### src/rtl/lossless_rle_coder_pkg.sv
// Shared definitions for the zigzag run-length coder: FSM state encoding,
// token constants and the 10-bit value saturation helper.
package lossless_rle_coder_pkg;

  typedef enum logic [2:0] {
    S_IDLE,
    S_READ,
    S_DRAIN,
    S_SCAN,
    S_EOB,
    S_HEADER,
    S_DONE
  } rle_state_type;

  localparam logic [15:0] RLE_EOB = 16'h0000;
  localparam int          VAL_MAX = 511;
  localparam int          VAL_MIN = -512;

  // Clamp a signed coefficient into the 10-bit token value field.
  function automatic logic [9:0] saturate_val(input logic signed [15:0] c);
    if (int'(c) > VAL_MAX)      return 10'h1FF;
    else if (int'(c) < VAL_MIN) return 10'h200;
    else                        return c[9:0];
  endfunction

endpackage

### src/rtl/lossless_rle_coder_zigzag_lut.sv
// Standard JPEG zigzag order: scan position k -> row-major index inside an 8x8 block.
module zigzag_lut (
  input  logic [5:0] k,
  output logic [5:0] idx
);

  localparam logic [5:0] ZZ [64] = '{
     0,  1,  8, 16,  9,  2,  3, 10, 17, 24, 32, 25, 18, 11,  4,  5,
    12, 19, 26, 33, 40, 48, 41, 34, 27, 20, 13,  6,  7, 14, 21, 28,
    35, 42, 49, 56, 57, 50, 43, 36, 29, 22, 15, 23, 30, 37, 44, 51,
    58, 59, 52, 45, 38, 31, 39, 46, 53, 60, 61, 54, 47, 55, 62, 63
  };

  assign idx = ZZ[k];

endmodule

### src/rtl/lossless_rle_coder.sv
// Reads quantized 8x8 DCT blocks from SRAM, scans them in zigzag order and writes
// {run, val} tokens (EOB-terminated per block) plus a token-count header back to SRAM.
module lossless_rle_coder
  import lossless_rle_coder_pkg::*;
#(
  parameter int          NUM_BLOCKS = 2400,
  parameter logic [19:0] COEFF_BASE = 20'd76800,
  parameter logic [19:0] OUT_BASE   = 20'd230400,
  parameter int          READ_LAT   = 2
) (
  input  logic        Clock,
  input  logic        Reset,
  input  logic        enable,
  output logic        finished,
  input  logic [15:0] SRAM_read_data,
  output logic [19:0] SRAM_address,
  output logic [15:0] SRAM_write_data,
  output logic        SRAM_we_n
);

  localparam logic [11:0] LAST_BLK = 12'(NUM_BLOCKS - 1);
  localparam logic [3:0]  LAT_LAST = 4'(READ_LAT - 1);

  rle_state_type state, next_state;

  logic [11:0] blk;
  logic [5:0]  rd_i;
  logic [3:0]  lat_cnt;
  logic [5:0]  k;
  logic [5:0]  run;
  logic [19:0] out_ptr;
  logic [17:0] tok_cnt;

  logic [15:0] coef_buf [64];
  logic [READ_LAT:0] tag_v;
  logic [5:0]  tag_idx [READ_LAT+1];
  logic [5:0]  zz_idx;
  logic [15:0] coef;

  zigzag_lut u_zigzag (
    .k   (k),
    .idx (zz_idx)
  );

  assign coef = coef_buf[zz_idx];

  // NOTE: sequential state uses non-blocking assignments so every register
  // samples the pre-edge values of the others, independent of statement order.
  always_ff @(posedge Clock or posedge Reset) begin
    if (Reset) state <= S_IDLE;
    else       state <= next_state;
  end

  // NOTE: next_state gets a default before the case so no path leaves it
  // unassigned, which would otherwise infer a latch.
  always_comb begin
    next_state = state;
    case (state)
      S_IDLE:   if (enable)               next_state = S_READ;
      S_READ:   if (rd_i == 6'd63)        next_state = S_DRAIN;
      S_DRAIN:  if (lat_cnt == LAT_LAST)  next_state = S_SCAN;
      S_SCAN:   if (k == 6'd63)           next_state = S_EOB;
      S_EOB:    next_state = (blk == LAST_BLK) ? S_HEADER : S_READ;
      S_HEADER: next_state = S_DONE;
      S_DONE:   next_state = S_IDLE;
      default:  next_state = S_IDLE;
    endcase
  end

  // Read tags follow each issued address so the sample READ_LAT cycles later lands in the right slot.
  always_ff @(posedge Clock or posedge Reset) begin
    if (Reset) tag_v <= '0;
    else       tag_v <= {tag_v[READ_LAT-1:0], state == S_READ};
  end

  // NOTE: the coefficient buffer and tag indices carry no reset; every slot is
  // rewritten by the read phase of each block before the scan consumes it.
  // The final sample arrives one cycle into the scan, long before k=63 needs it.
  always_ff @(posedge Clock) begin
    tag_idx[0] <= rd_i;
    for (int s = 1; s <= READ_LAT; s++) tag_idx[s] <= tag_idx[s-1];
    if (tag_v[READ_LAT]) coef_buf[tag_idx[READ_LAT]] <= SRAM_read_data;
  end

  always_ff @(posedge Clock or posedge Reset) begin
    if (Reset) begin
      SRAM_address    <= '0;
      SRAM_write_data <= '0;
      SRAM_we_n       <= 1'b1;
      finished        <= 1'b0;
      blk             <= '0;
      rd_i            <= '0;
      lat_cnt         <= '0;
      k               <= '0;
      run             <= '0;
      out_ptr         <= '0;
      tok_cnt         <= '0;
    end else begin
      SRAM_we_n <= 1'b1;
      finished  <= 1'b0;
      case (state)
        S_IDLE: if (enable) begin
          blk     <= '0;
          rd_i    <= '0;
          out_ptr <= OUT_BASE + 20'd1;
          tok_cnt <= '0;
        end
        S_READ: begin
          SRAM_address <= COEFF_BASE + {2'b00, blk, rd_i};
          rd_i         <= rd_i + 6'd1;
          lat_cnt      <= '0;
        end
        S_DRAIN: begin
          lat_cnt <= lat_cnt + 4'd1;
          k       <= '0;
          run     <= '0;
        end
        S_SCAN: begin
          k <= k + 6'd1;
          if (coef != 16'h0000) begin
            SRAM_address    <= out_ptr;
            SRAM_write_data <= {run, saturate_val(coef)};
            SRAM_we_n       <= 1'b0;
            out_ptr         <= out_ptr + 20'd1;
            tok_cnt         <= tok_cnt + 18'd1;
            run             <= '0;
          end else begin
            run <= run + 6'd1;
          end
        end
        S_EOB: begin
          SRAM_address    <= out_ptr;
          SRAM_write_data <= RLE_EOB;
          SRAM_we_n       <= 1'b0;
          out_ptr         <= out_ptr + 20'd1;
          tok_cnt         <= tok_cnt + 18'd1;
          rd_i            <= '0;
          if (blk != LAST_BLK) blk <= blk + 12'd1;
        end
        S_HEADER: begin
          SRAM_address    <= OUT_BASE;
          SRAM_write_data <= tok_cnt[15:0];
          SRAM_we_n       <= 1'b0;
        end
        S_DONE:  finished <= 1'b1;
        default: ;
      endcase
    end
  end

endmodule

### config.mk
export PLATFORM = sky130hd
export DESIGN_NAME = lossless_rle_coder
export DESIGN_NICKNAME = d
export VERILOG_FILES = /design/src/rtl/lossless_rle_coder_pkg.sv /design/src/rtl/lossless_rle_coder_zigzag_lut.sv /design/src/rtl/lossless_rle_coder.sv
export SDC_FILE = /design/constraint.sdc
export NUM_CORES = 2
export LEC_CHECK = 0
export ABC_AREA = 0
export BUFFER_PORTS_ARGS = -buffer_cell sky130_fd_sc_hd__buf_4
export CORE_MARGIN = 5
export CORE_UTILIZATION = 59
export CTS_CLUSTER_DIAMETER = 40
export DETAILED_ROUTE_END_ITERATION = 6
export PLACE_DENSITY_LB_ADDON = 0.25
export SETUP_SLACK_MARGIN = 0.05
export SLEW_MARGIN = 10
export SYNTH_ARGS = -nofsm -noshare
export SYNTH_HDL_FRONTEND = slang
export SYNTH_SLANG_ARGS = --single-unit
### constraint.sdc
create_clock -name Clock -period 8.2 [get_ports Clock]
set_input_delay 1.64 -clock Clock [delete_from_list [all_inputs] [get_ports Clock]]
set_output_delay 1.64 -clock Clock [all_outputs]
set_load 0.01 [all_outputs]
==> reports/results.tsv <==
stage	metric	value	unit
status	status	complete, no violations	
layout	post-layout net count	3729	
clocking	CTS resizes	0	
layout	fin cells	4855	
floorplan	Rows	104	
pwr	VDD IR max	0.000221	V
clocking	H-tree Lvls	4	
place	gpl congestion	0.921	
timing	Max Slew Vio Count	0	
logic_synthesis	Distinct cells, synth	88	
clocking	post-CTS setup buffers	0	
floorplan	core outline area	80800	um2
floorplan	DIE WIDTH	296	um
clocking	CTS buffer count	135	
timing	Fin. Hold Viols	0	
logic_synthesis	Synth Flop Type	edfxtp_1	
critical_path	r2r setup slk	1.28	ns
timing	Setup TNS Final	0	ns
logic_synthesis	mapped cell area	48200	um2
grt	gr usage total	30.8	%
clocking	clock latency on the worst-skew pair	0.75	ns
floorplan	Die Ht	296	um
critical_path	WP data required	8.79	ns
floorplan	Initial Util	59.6	%
grt	grt ovf	0	
pwr	Leakage	19.4	nW
logic_synthesis	warnings from Yosys	0	
logic_synthesis	Cells after Synth	3612	
grt	largest net degree at the start of global routing	125	
route	DRT Pass-1 Iters	5	
clocking	Clk pin slew, worst setup/hold paths	0.05	ns
route	WL/cell	28.0	um
layout	layout cells sized above 1	12.8	%
logic_synthesis	Seq cells post-synth	1156	
route	vias post-DR	32500	
critical_path	Crit Path Class	flip-flop to flip-flop	
clocking	CTS tree	built	
critical_path	r2r endpoint	SRAM_address[0]	
clocking	hold_buf cts	0	
worst_hold_path	Hold Path End	tag_idx[0][9]	
timing	Layout Skew	0.0432	ns
route	number of remaining DRC errors	0	
floorplan	Top-Level Pins	57	
timing	setup ws final	1.28	ns
worst_hold_path	worst min-delay path category	flip-flop to flip-flop	
clocking	Root Buffer	clkbuf_16	
route	Final Routed Wirelength	136000	um
layout	Area Overhead vs Synth	13.2	%
critical_path	worst-path maximum fanout	90	
logic_synthesis	EDFF count, synth	1024	
grt	initial antenna violation count	5	
critical_path	CP Launch Type	flip-flop	
logic_synthesis	syn avg cell area	13.3	um2
timing	RSZ-0062 raised after global routing	no	
place	Place WS	1.48	ns
timing	endpoints failing setup	0	
place	Area after DPL	49800	um2
layout	final instance area	54500	um2
clocking	clk buf depth	3	
logic_synthesis	Post-synth ARST share	9.86	%
run	max-cap violation count	0	
route	Final ANT Viol Nets	0	
floorplan	die area	87500	um2
grt	vias in the first global route	31100	
critical_path	CP arrival	7.51	ns
timing	achievable frequency	0.145	GHz
pwr	Design Power	12.7	mW
worst_hold_path	hold path start	tag_idx[0][3]	
grt	first-pass GRT wire length	201000	um
place	detailed-placement wirelength estimate	77900	um
critical_path	r2r startpoint	k[0]	
logic_synthesis	Syn Nets	3656	
route	DR iter-0 viols	4520	
critical_path	Worst R2R Path Depth	16	
timing	final worst path period need	6.92	ns
place	I/O Buffers	56	
critical_path	Worst setup EP type	flip-flop	
worst_hold_path	hold path depth	0	
place	placed cells	4608	
timing	fin crit share	84.3	%
clocking	Num Clock Sinks	1156	
timing	worst rel slew slack	15.8	%
timing	actual slew at the worst max-slew pin	1.26	ns
logic_synthesis	register area share after synthesis	70.5	%
pwr	Power Dens Cells	234	nW/um2
route	DR vias/cell	6.69	
==> cell type report <==
cell class	instances	area [um2]
Sequential cell	1156	34000
Fill cell	5486	26300
Multi-Input combinational cell	2189	12900
Clock buffer	157	3550
Timing Repair Buffer	184	1510
Tap cell	1060	1330
Clock inverter	89	1190
Inverter	19	73.8
Antenna cell	1	2.50
==> metal layers <==
layer / GRT usage (%) / vias to the layer above / wire length, um
li1: - / 13900 / -
met1: 43.6 / 16000 / 51000
met2: 46.9 / 2158 / 62100
met3: 7.23 / 382 / 16600
met4: 13.2 / 2 / 6140
met5: 0 / - / 13
==> kinds of logic (layout without fill, tap and decap cells) <==
kind of cell,after synthesis,in the layout,synth area share (%)
buffers and inverters,267,449,2.84
AND/OR/NAND/NOR,1416,1416,13.5
XOR/XNOR,16,16,0.291
multiplexers,126,126,3.06
flip-flops,1156,1156,70.5
AO/OA/AOI/OAI,606,606,9.14
adder cells (fa/ha/maj),25,25,0.649
other,0,1,0
==> registers in the layout (all words and copies together), names as in the netlist <==
name             count
lat_cnt              4
out_ptr             20
rd_i                 6
tag_v                3
SRAM_we_n            1
state                3
coef_buf          1024
finished             1
k                    6
SRAM_address        20
tag_idx             18
blk                 12
tok_cnt             16
SRAM_write_data     16
run                  6
==> report_power, final <==
group	switching, mW	internal, mW
Clock	2.51	3.72
Combinational	0.105	0.00572
Sequential	0	6.41
==> stage by stage <==
stage               utilization, %  hold WS [ns]
floorplan                        -         0.310
global placement              61.6         0.311
detailed placement            61.6         0.315
CTS                           67.5         0.313
global route                  67.5         0.325
finish                        67.5         0.307
==> worst max path at each step <==
stage           from                to  cells past startpoint
6_report        k[0]   SRAM_address[0]                     16
5_1_grt         k[0]   SRAM_address[0]                     16
4_1_cts         k[0]   SRAM_address[0]                     16
3_5_place_dp    k[0]   SRAM_address[9]                     16
3_3_place_gp    k[0]  SRAM_address[10]                     16
2_1_floorplan  Reset   SRAM_address[0]                      1
==> cells in the mapped netlist (55+ instances only) <==
library cell	count	area share, %
edfxtp_1	1024	64
nand2_1	712	5.5
nand3_1	255	2.6
and3_1	169	2.2
a211oi_1	142	2.2
a31oi_1	124	1.6
nor2_1	122	0.95
dfrtp_1	113	5.9
buf_2	100	1.0
clkbuf_1	86	0.67
mux2i_1	83	1.7
o21ai_0	55	0.57
==> cells in the final DEF (no fill, tap or decap), types with 11 or more instances in the layout <==
cell type   synthesis  final
clkbuf_1           86     15
nor3_1             18     14
mux2_2             25     25
a21oi_1            53     53
clkbuf_16           0    137
clkinv_2            0     15
inv_1              18     17
a311oi_1           39     39
clkinv_4            0     12
o31ai_1            14     14
bufinv_16           0     17
a221oi_1           17     17
o22ai_1            18     18
clkinv_1            0     14
nor4_1             11     11
edfxtp_1         1024   1024
a211oi_1          142    142
nand2_1           712    711
a32o_1             18     18
a22o_1             18     18
mux2i_1            83     83
nand2b_1           32     32
a31oi_1           124    124
nand4_1            23     23
nand3_1           255    255
and3_1            169    169
mux4_2             14     14
nor2_1            122    117
dfxtp_1            18     18
o21ai_0            55     54
dfrtp_1           113    113
clkinvlp_4          0     13
buf_4              48    174
ha_1               25     25
==> worst max-delay path: stages, from the launching register on <==
cell	delay [ns]
dfrtp_1	0.73
inv_1	0.27
ha_1	0.49
nand2_1	0.14
o2111a_1	0.26
nor4_4	0.44
nand2_8	0.49
a211oi_1	0.48
a211oi_1	0.12
a2111oi_0	0.97
o311a_1	0.34
a221oi_1	0.09
nor4_1	0.76
nand4_1	0.30
nand2_1	0.16
buf_4	0.30
mux2_2	0.38
Note: power is estimated with default switching activity, not from simulation.
